File: config.mk
export PLATFORM = sky130hd
export DESIGN_NAME = uart_byte_rx
export DESIGN_NICKNAME = d
export VERILOG_FILES = /design/src/rtl/uart_byte_rx.sv
export SDC_FILE = /design/constraint.sdc
export NUM_CORES = 1
export LEC_CHECK = 0
export BUFFER_PORTS_ARGS = -buffer_cell sky130_fd_sc_hd__buf_2
export CORE_ASPECT_RATIO = 0.6
export CORE_UTILIZATION = 31
export DETAILED_ROUTE_END_ITERATION = 16
export SLEW_MARGIN = 5
export SYNTH_ARGS = -nofsm -noshare
export SYNTH_HDL_FRONTEND = slang
export SYNTH_SLANG_ARGS = --single-unit
File: constraint.sdc
create_clock -name clk -period 2.7 [get_ports clk]
set_input_delay 0.54 -clock clk [delete_from_list [all_inputs] [get_ports clk]]
set_output_delay 0.54 -clock clk [all_outputs]
set_load 0.005 [all_outputs]
File: src/rtl/uart_byte_rx.sv
// uart_byte_rx: UART receiver, 8N1 LSB first, 3-sample majority vote, 50 MHz clk.
//   clk, rst_n (async, active-low); rx (async serial in, idle high)
//   set_baud: 0:9600 1:19200 2:38400 3:57600 4:115200 else 9600 (latched per frame)
//   data_byte: last good byte; rx_done / frame_err: one-cycle pulses; busy: frame in progress
//   UART_RX_ERR_CNT_EN: adds err_cnt, a saturating count of frame errors and false starts
module uart_byte_rx #(
  parameter int SYNC_STAGES = 2
) (
  input  logic       clk,
  input  logic       rst_n,
  input  logic       rx,
  input  logic [2:0] set_baud,
  output logic [7:0] data_byte,
  output logic       rx_done,
  output logic       frame_err,
`ifdef UART_RX_ERR_CNT_EN
  output logic [7:0] err_cnt,
`endif
  output logic       busy
);
  localparam logic [1:0] IDLE = 2'd0, START = 2'd1, DATA = 2'd2, STOP = 2'd3;
  logic [SYNC_STAGES-1:0] sync_q;
  logic rx_s, rx_d, start_edge, s0, s1, maj, resolve, boundary, false_start, bad_stop;
  logic [2:0] baud_q, idx;
  logic [19:0] cnt, cnt_max, mid;
  logic [1:0] state;
  logic [7:0] sh;
  assign rx_s = sync_q[SYNC_STAGES-1];
  assign start_edge = rx_d & ~rx_s;
  always_comb begin
    cnt_max = baud_q == 3'd1 ? 20'd2603 :
              baud_q == 3'd2 ? 20'd1301 :
              baud_q == 3'd3 ? 20'd867  :
              baud_q == 3'd4 ? 20'd433  : 20'd5207;
    mid = cnt_max >> 1;
    resolve = cnt == mid + 20'd1;
    boundary = cnt == cnt_max;
    maj = (s0 & s1) | (s0 & rx_s) | (s1 & rx_s);
    false_start = state == START && resolve && maj;
    bad_stop = state == STOP && resolve && !maj;
  end
  always_ff @(posedge clk or negedge rst_n)
    if (!rst_n) begin
      sync_q <= '1;
      rx_d <= 1'b1;
    end else begin
      sync_q <= {sync_q[SYNC_STAGES-2:0], rx};
      rx_d <= rx_s;
    end
  always_ff @(posedge clk or negedge rst_n)
    if (!rst_n) begin
      state <= IDLE;
      cnt <= '0;
      baud_q <= '0;
      idx <= '0;
      sh <= '0;
      s0 <= 1'b1;
      s1 <= 1'b1;
      data_byte <= '0;
      rx_done <= 1'b0;
      frame_err <= 1'b0;
      busy <= 1'b0;
    end else begin
      rx_done <= 1'b0;
      frame_err <= 1'b0;
      if (cnt == mid - 20'd1) s0 <= rx_s;
      if (cnt == mid) s1 <= rx_s;
      if (state == IDLE) begin
        cnt <= '0;
        if (start_edge) begin
          state <= START;
          baud_q <= set_baud;
          busy <= 1'b1;
        end
      end else begin
        cnt <= boundary ? '0 : cnt + 20'd1;
        if (state == START) begin
          if (false_start) begin
            state <= IDLE;
            busy <= 1'b0;
            cnt <= '0;
          end else if (boundary) begin
            state <= DATA;
            idx <= '0;
          end
        end else if (state == DATA) begin
          if (resolve) sh[idx] <= maj;
          if (boundary) begin
            idx <= idx + 3'd1;
            if (idx == 3'd7) state <= STOP;
          end
        end else if (resolve) begin
          // leave at mid-stop so a start bit right after the stop bit is caught
          state <= IDLE;
          busy <= 1'b0;
          cnt <= '0;
          rx_done <= maj;
          frame_err <= ~maj;
          if (maj) data_byte <= sh;
        end
      end
    end
`ifdef UART_RX_ERR_CNT_EN
  always_ff @(posedge clk or negedge rst_n)
    if (!rst_n) err_cnt <= '0;
    else if ((false_start || bad_stop) && err_cnt != 8'hFF) err_cnt <= err_cnt + 8'd1;
`endif
endmodule

==> results of run 1 <==
-- stage by stage --
| stage | hold WS (ns) | cell area [um^2] | util [%] | cells | TNS (ns) |
|---|---|---|---|---|---|
| floorplan | 0.2444 | 3293 | - | 337 | 0 |
| global placement | 0.3463 | 3675 | 36.68 | 493 | -0.2455 |
| detailed placement | 0.3472 | 3675 | 36.68 | 493 | -1.239 |
| CTS | 0.2958 | 4016 | 40.08 | 510 | -1.590 |
| global route | 0.3175 | 4136 | 41.28 | 513 | -3.964 |
| finish | 0.2624 | 4136 | 41.28 | 513 | -0.4086 |
-- flip-flops by register name, summed over array words and instances (netlist names) --
| signal | flops |
|---|---|
| baud_q | 3 |
| busy | 1 |
| cnt | 20 |
| data_byte | 8 |
| frame_err | 1 |
| idx | 3 |
| rx_d | 1 |
| rx_done | 1 |
| s0 | 1 |
| s1 | 1 |
| sh | 8 |
| state | 2 |
| sync_q | 2 |
-- kinds of logic after synthesis --
group / count (synthesis)
fa+ha+maj: 6
simple gates: 146
compound gates: 45
flops: 52
mux: 23
buf+inv: 39
xor+xnor: 26
-- where the power goes --
part | internal, W | switching [W]
clock network | 0.000437 | 0.000286
logic | 0.000794 | 0.000977
registers | 0.000856 | 0.0000884
total | 0.00209 | 0.00135
-- worst max path at each step --
stage | to | slack (ns) | depth (start not counted)
after detailed placement | sh[0] | -0.15 | 7
after global placement | sh[1] | -0.06 | 7
final | data_byte[2] | -0.06 | 10
after floorplan | sh[0] | 0.02 | 11
after CTS | sh[0] | -0.11 | 7
after global routing | data_byte[0] | -0.15 | 8
-- timing repair --
item	CTS	global route
pin swaps	7	5
buffers inserted	6	3
cloned	3	0
setup endpoints to repair	35	42
gates resized for setup	24	20
-- routing by layer --
layer  global-route usage (%)  vias to the layer above
met3                    3.933                        6
met5                        0                        -
met2                    24.09                       86
met4                    4.494                        0
met1                    26.58                     1353
li1                         -                     1299
-- cells in the mapped netlist (all sizes together) (3+ instances only) --
| library cell | n |
|---|---|
| a21oi | 5 |
| a31oi | 3 |
| and3 | 7 |
| buf | 8 |
| clkbuf | 20 |
| dfrtp | 47 |
| dfstp | 5 |
| ha | 5 |
| inv | 11 |
| mux2 | 21 |
| nand2 | 15 |
| nand2b | 8 |
| nand3 | 11 |
| nand3b | 3 |
| nand4 | 4 |
| nor2 | 17 |
| nor2b | 8 |
| nor3 | 33 |
| nor3b | 5 |
| nor4 | 6 |
| nor4b | 9 |
| o21ai | 15 |
| o22ai | 4 |
| o31ai | 3 |
| or4 | 3 |
| xnor2 | 16 |
| xor2 | 10 |
-- layout make-up --
| class | instances | area (um^2) | share of cell area, % |
|---|---|---|---|
| multi-input combinational | 247 | 1988 | 48.06 |
| sequential | 52 | 1308 | 31.61 |
| timing repair buffer | 60 | 466.7 | 11.28 |
| tap | 135 | 168.9 | 4.083 |
| clock inverter | 2 | 35.03 | 0.8469 |
| inverter | 11 | 41.29 | 0.9982 |
| clock buffer | 6 | 128.9 | 3.116 |
-- worst reg2reg max path, cell delays in order, from the launching register on --
cell,delay [ns]
dfrtp_1,0.42
or3b_4,0.43
nand2_4,0.08
ha_4,0.20
xor2_2,0.19
nor2_1,0.13
mux2i_2,0.12
or2_4,0.34
nor3_4,0.25
buf_12,0.17
mux2_4,0.30
==> flow_summary.json, run 1 <==
{
  "status": "finished with violations",
  "violations": "negative setup slack",
  "ant_nets": 0,
  "start_util_pct": 32.44,
  "synthSimpleGateAreaFrac_pct": 28.48,
  "r2r_cells": 10,
  "drtIter0Drc": 210,
  "highest_layer": "met4",
  "ys_async_sr_fraction_pct": 100.0,
  "final_cell_mix": "47 x dfrtp_1, 36 x buf_4, 27 x nor3_1",
  "dp_hpwl_um": 6109,
  "reg2reg_to": "data_byte[2]",
  "first_pass_iters": 5,
  "wl_met1_um": 4648,
  "layout-drive-gt1-share_pct": 31.48,
  "wl_met3_um": 603,
  "placementRows": 28,
  "route.detailed.wl_per_inst_um": 17.48,
  "synth-warning-count": 0,
  "portBuffers": 16,
  "start_kind": "flip-flop",
  "worstPathMaxFanout": 8,
  "rr_startpoint": "baud_q[2]",
  "chipWidth_um": 134.2,
  "route.vias.total": 2744,
  "yosys.area_share.xor_xnor_pct": 7.005,
  "final.setup.worst_slack_ns": -0.05702,
  "ys_seq_area_share_pct": 40.22,
  "clk_path_buf_depth": 2,
  "pre_cts_slack_ns": -0.1483,
  "rrSetupSlack_ns": -0.06,
  "slew_viol_final": 0,
  "syn_nets": 348,
  "synth_cells": 337,
  "synth_top_family_by_area": "simple AND/OR/NAND/NOR gates",
  "crit_path_cell_trace": "or3b_4 > nand2_4 > ha_4 > xor2_2 > nor2_1 > mux2i_2 > or2_4 > nor3_4 > buf_12 > mux2_4",
  "cts_max_level": 2,
  "critPathTopFamily": "simple AND/OR/NAND/NOR gates",
  "wl_met2_um": 3640,
  "cts.sinks": 52,
  "maxCapViolCount": 0,
  "overflow": 0,
  "max-slew-margin-rel_pct": 57.39,
  "synth_area_um2": 3251,
  "synth_compound_area_share_pct": 9.122,
  "gp_congestion": 0.8999,
  "synth_largest_area_cell": "dfrtp_1",
  "max_freq_mhz": 362.7,
  "clock_latency_ns": 0.29,
  "slowest_stage": "or3b_4",
  "worstSetupEndpointType": "flip-flop",
  "worst_pin_slew_ns": 0.6392,
  "clockRootBuffer": "clkbuf_16",
  "synth_top_area_share_pct": 36.18,
  "globalRouteTotalUtil_pct": 17.41,
  "n_fill_cell": 979,
  "power_density_nw_per_um2": 831.3,
  "cts_tree": "built",
  "hold_violations": 0,
  "wl_um": 8967,
  "die_area_um2": 10910,
  "arrival_ns": 2.93,
  "synthTopCellsByArea": "dfrtp_1 36%, mux2_2 6.6%, nor3_1 4.9%",
  "avgSynthCellArea_um2": 9.646,
  "drc": 0,
  "postCtsHoldBufs": 0,
  "startpoint": "baud_q[2]",
  "antenna_cells": 0,
  "ir_worst_vdd_v": 0.0005238,
  "synth_fa_ha_area_share_pct": 2.232,
  "ys_ff_latch": 52,
  "slowest_delay_ns": 0.43,
  "grt_max_degree": 29,
  "hold_path_class": "input pin to asynchronous set/reset pin",
  "synth_edf_count": 0,
  "min_period_ns": 2.757,
  "final_common_cell": "dfrtp_1",
  "ios": 17,
  "fin_skew_ns": 0.007558,
  "cp.required_ns": 2.87,
  "grt_pass1_wl_um": 14390,
  "setup_viol": 13,
  "coreArea_um2": 10020,
  "worstSetupPathType": "flip-flop to flip-flop",
  "cp_num_buf_inv": 1,
  "synth_cell_types": 63,
  "clk_pin_slew_ns": 0.07,
  "antenna_found_initial": 0,
  "cts_made_buffers": 5,
  "rsz0062_at_grt": "true",
  "die_y_um": 81.32,
  "area_growth_pct": 27.25,
  "post-route-period-util_pct": 102.1,
  "final_nets": 388,
  "grt_pass1_vias": 2604,
  "yosys-mux-area-fraction_pct": 7.891,
  "vias_per_cell": 5.349,
  "synth_top_flop_cell": "dfrtp_1",
  "cellLeakagePower_nw": 1.757,
  "total_power_w": 0.003439
}
(Power assumes the default switching activity.)
==> run 2: changes to the inputs <==
--- a/config.mk
+++ b/config.mk
@@ -9,6 +9,7 @@
 export CORE_ASPECT_RATIO = 0.6
 export CORE_UTILIZATION = 31
 export DETAILED_ROUTE_END_ITERATION = 16
+export GPL_TIMING_DRIVEN = 0
 export SLEW_MARGIN = 5
 export SYNTH_ARGS = -nofsm -noshare
 export SYNTH_HDL_FRONTEND = slang
==> flow_summary.json, run 2 (synthesized netlist as in run 1, its figures left out) <==
{
  "worstPathMaxFanout": 9,
  "route.vias.total": 2737,
  "largest_register": "cnt",
  "die_area_um2": 10910,
  "globalRouteTotalUtil_pct": 18.16,
  "ios": 17,
  "stdcell_area_um2": 4323,
  "chipWidth_um": 134.2,
  "cts_max_level": 2,
  "ir_worst_vdd_v": 0.0004887,
  "reg2reg_to": "sh[2]",
  "instances_no_fill": 514,
  "start_util_pct": 32.44,
  "postCtsHoldBufs": 0,
  "status": "finished with violations",
  "hold_path_class": "input pin to asynchronous set/reset pin",
  "min_period_ns": 2.824,
  "wl_um": 9357,
  "first_pass_iters": 4,
  "power_density_nw_per_um2": 824.4,
  "violations": "negative setup slack",
  "post-route-period-util_pct": 104.6,
  "clockRootBuffer": "clkbuf_16",
  "maxCapViolCount": 0,
  "final_common_cell": "dfrtp_1",
  "fin_setup_tns_ns": -3.095,
  "cellLeakagePower_nw": 1.714,
  "dp_cells": 488,
  "antenna_found_initial": 0,
  "clk_pin_slew_ns": 0.08,
  "portBuffers": 16,
  "clk_path_buf_depth": 2,
  "dp_hpwl_um": 6271,
  "cts_tree": "built",
  "arrival_ns": 3.00,
  "placementRows": 28,
  "grt_pass1_wl_um": 15060,
  "cts.sinks": 52,
  "final_cell_mix": "46 x dfrtp_1, 16 x buf_2, 16 x nor3_2",
  "cts_made_buffers": 5,
  "drtIter0Drc": 261,
  "clock_latency_ns": 0.30,
  "layout-drive-gt1-share_pct": 36.15,
  "drc": 0,
  "largest_register_ffs": 20,
  "worst_pin_slew_ns": 0.9217,
  "rr_startpoint": "baud_q[0]",
  "grt_max_degree": 53,
  "coreArea_um2": 10020,
  "rsz0062_at_grt": "true",
  "worstSetupEndpointType": "flip-flop",
  "grt_pass1_vias": 2742,
  "rrSetupSlack_ns": -0.12,
  "gp_congestion": 0.9444,
  "die_y_um": 81.32,
  "start_kind": "flip-flop",
  "place_area_um2": 3548,
  "vias_per_cell": 5.325,
  "ant_nets": 0,
  "final.setup.worst_slack_ns": -0.1240,
  "total_power_w": 0.003564,
  "overflow": 0,
  "route.detailed.wl_per_inst_um": 18.20,
  "worstSetupPathType": "flip-flop to flip-flop",
  "area_growth_pct": 32.99,
  "hold_violations": 0,
  "startpoint": "baud_q[0]",
  "max-slew-margin-rel_pct": 38.39,
  "fin_skew_ns": 0.01419,
  "reg_top3": "cnt: 20 flops, data_byte: 8 flops, sh: 8 flops",
  "setup_viol": 37,
  "final_nets": 389,
  "max_freq_mhz": 354.1,
  "slew_viol_final": 0,
  "antenna_cells": 0,
  "r2r_cells": 9,
  "cp.required_ns": 2.87
}
## run 2: cell types whose count changed in the layout (fill, tap and decap cells not counted), sizes merged
cell    change
buf        -21
clkbuf     +24
clkinv      -1
or2         -1
## run 2: report_power, final
group          switching, W  leakage (nW)  total (W)  internal [W]
Sequential        0.0000761         0.687   0.000934      0.000858
Combinational       0.00104         0.936    0.00184      0.000799
Clock              0.000298        0.0901   0.000787      0.000489
Total               0.00142          1.71    0.00356       0.00215
## run 2: how the worst max path moves through the flow
stage / endpoint / slack [ns] / cells after the start
after floorplan: sh[0] / 0.02 / 11
after global placement: data_byte[1] / -0.29 / 11
after detailed placement: data_byte[3] / -0.29 / 11
after CTS: sh[2] / -0.18 / 7
after global routing: sh[1] / -0.24 / 9
final: sh[2] / -0.12 / 9
## run 2: through the flow
stage	hold slack (ns)	setup WS, ns	util [%]
2_1_floorplan	0.2444	0.01607	-
3_3_place_gp	0.3631	-0.2871	35.35
3_5_place_dp	0.3613	-0.2942	35.41
4_1_cts	0.3363	-0.1848	39.87
5_1_grt	0.3383	-0.2352	43.14
6_report	0.2713	-0.1240	43.14
## run 2: worst max-delay path, stage by stage (launching register included)
cell and delay [ns]:
dfrtp_1 0.39, clkbuf_8 0.15, or3b_4 0.40, buf_4 0.17
nor3_2 0.12, nor3b_2 0.09, or4_4 0.59, buf_12 0.18
nor4b_4 0.28, mux2_4 0.32
## run 2: cell type report
cell class | instances | area, um^2
well taps | 135 | 168.9
clock buffers | 7 | 152.6
flip-flops and latches | 52 | 1309
plain buffers | 28 | 201.4
fillers | 963 | 5697
clock inverters | 1 | 30.03
multi-input cells | 246 | 2147
inverters | 11 | 41.29
repair buffers | 34 | 272.8
## run 2: metal layers
| metal | vias to the layer above | track usage, % | share of wire [%] |
|---|---|---|---|
| met5 | - | 0 | 0 |
| met4 | 0 | 4.831 | 1.4 |
| met3 | 13 | 3.745 | 6.4 |
| met2 | 77 | 25.28 | 41 |
| met1 | 1345 | 27.79 | 51 |
| li1 | 1302 | - | - |
## run 2: repair_timing
action / in CTS / in global routing
gates resized for setup: 37 / 56
pin swaps: 11 / 27
gates cloned: 0 / 2
setup buffers: 12 / 4
endpoints found under the setup margin: 38 / 44
==> run 3: changes to the inputs <==
--- a/config.mk
+++ b/config.mk
@@ -10,6 +10,7 @@
 export CORE_UTILIZATION = 31
 export DETAILED_ROUTE_END_ITERATION = 16
 export GPL_TIMING_DRIVEN = 0
+export REMOVE_ABC_BUFFERS = 1
 export SLEW_MARGIN = 5
 export SYNTH_ARGS = -nofsm -noshare
 export SYNTH_HDL_FRONTEND = slang
==> flow_summary.json, run 3 (synthesized netlist as in run 1, its figures left out) <==
{
  "status": "finished with violations",
  "violations": "negative setup slack",
  "clockRootBuffer": "clkbuf_16",
  "start_kind": "flip-flop",
  "largest_register": "cnt",
  "antenna_found_initial": 0,
  "post-route-util_pct": 42.61,
  "grt_use_met3_pct": 4.120,
  "post-route-period-util_pct": 104.9,
  "globalRouteTotalUtil_pct": 17.17,
  "area_growth_pct": 31.33,
  "ant_nets": 0,
  "antenna_cells": 0,
  "route.vias.total": 2779,
  "fin_skew_ns": 0.01083,
  "final_nets": 376,
  "cts_max_level": 2,
  "rr_startpoint": "baud_q[2]",
  "hold_path_class": "input pin to asynchronous set/reset pin",
  "critPathCapture": "data_byte[7]",
  "power_density_nw_per_um2": 820.7,
  "cts_made_buffers": 5,
  "reg2reg_to": "data_byte[7]",
  "worstPathMaxFanout": 13,
  "route.detailed.wl_per_inst_um": 18.06,
  "final_common_cell": "dfrtp_1",
  "ios": 17,
  "gp_congestion": 0.8672,
  "final.setup.worst_slack_ns": -0.1314,
  "grt.busiest_layer": "met1",
  "drc": 0,
  "wl_um": 9050,
  "startpoint": "baud_q[2]",
  "maxCapViolCount": 0,
  "clock_latency_ns": 0.30,
  "setup_viol": 33,
  "max_freq_mhz": 353.2,
  "clk_path_buf_depth": 2,
  "cts.sinks": 52,
  "worstSetupEndpointType": "flip-flop",
  "start_util_pct": 32.44,
  "placementRows": 28,
  "max-slew-margin-rel_pct": 46.32,
  "pre_cts_slack_ns": -0.9258,
  "cts_tree": "built",
  "chipWidth_um": 134.2,
  "overflow": 0,
  "rsz0062_at_grt": "true",
  "clk_pin_slew_ns": 0.07,
  "portBuffers": 16,
  "dp_hpwl_um": 5274,
  "grt_pass1_vias": 2661,
  "cp.required_ns": 2.89,
  "first_pass_iters": 5,
  "vias_per_cell": 5.547,
  "die_area_um2": 10910,
  "r2r_cells": 8,
  "coreArea_um2": 10020,
  "largest_register_ffs": 20,
  "cellLeakagePower_nw": 1.756,
  "arrival_ns": 3.02,
  "drtIter0Drc": 286,
  "worst_pin_slew_ns": 0.8031,
  "reg_top3": "cnt: 20 flops, data_byte: 8 flops, sh: 8 flops",
  "min_period_ns": 2.831,
  "die_y_um": 81.32,
  "final_cell_mix": "44 x dfrtp_1, 23 x nor3_2, 21 x buf_4",
  "grtUsageMet2_pct": 24.09,
  "rrSetupSlack_ns": -0.13,
  "ir_worst_vdd_v": 0.0004971,
  "grt_max_degree": 53,
  "use_met1_pct": 26.06,
  "slew_viol_final": 0,
  "layout-drive-gt1-share_pct": 37.98,
  "hold_violations": 0,
  "worstSetupPathType": "flip-flop to flip-flop",
  "grt_pass1_wl_um": 14280,
  "postCtsHoldBufs": 0
}
-- run 3: what timing repair did --
action,in CTS,in global routing
endpoints found under the setup margin,45,44
gates resized for setup,38,47
setup buffers,21,6
cloned,5,1
pin swaps,13,11
-- run 3: how the worst min path moves through the flow --
stage / from / end / slack (ns)
final: rst_n / baud_q[1] / 0.26
after global routing: rst_n / data_byte[1] / 0.33
after CTS: rx / sync_q[0] / 0.33
after detailed placement: sync_q[0] / sync_q[1] / 0.35
after global placement: sync_q[0] / sync_q[1] / 0.35
after floorplan: rst_n / baud_q[0] / 0.24
-- run 3: worst max-delay path: stages, from the launching register on --
cell and delay [ns]:
dfrtp_4 0.52, buf_4 0.21, nor4b_1 0.16, o31a_1 0.27, nand2b_1 0.18, or4_4 0.66, nor3_4 0.23, buf_4 0.16
mux2_2 0.32
-- run 3: area by class of cell --
type                    count  area [um^2]
multi-input cells         249         2176
clock inverters             2        38.79
fillers                   972         5751
clock buffers               6        128.9
well taps                 135        168.9
flip-flops and latches     52         1319
repair buffers             46        396.6
inverters                  11        41.29
-- run 3: through the flow --
step                      hold WS, ns  area [um^2]  power [W]  setup TNS [ns]  std cells
final                          0.2632         4269   0.003504          -1.989        501
after global routing           0.3297         4269   0.003709          -5.083        501
after CTS                      0.3341         3930   0.003191          -2.522        495
after detailed placement       0.3498         3403   0.002140          -30.69        461
after global placement         0.3477         3377   0.002097          -48.82        460
after floorplan                0.2444         3128   0.001851          -22.35        309
-- run 3: report_power, final --
| part | switching [W] | internal, W |
|---|---|---|
| clock network | 0.000300 | 0.000442 |
| registers | 0.000180 | 0.000869 |
| logic | 0.000945 | 0.000768 |
| total | 0.00142 | 0.00208 |
-- run 3: routing by layer --
metal	routed length (um)	vias up
met5	0	-
met4	72	0
met3	765	9
met2	3675	115
met1	4537	1373
li1	-	1282
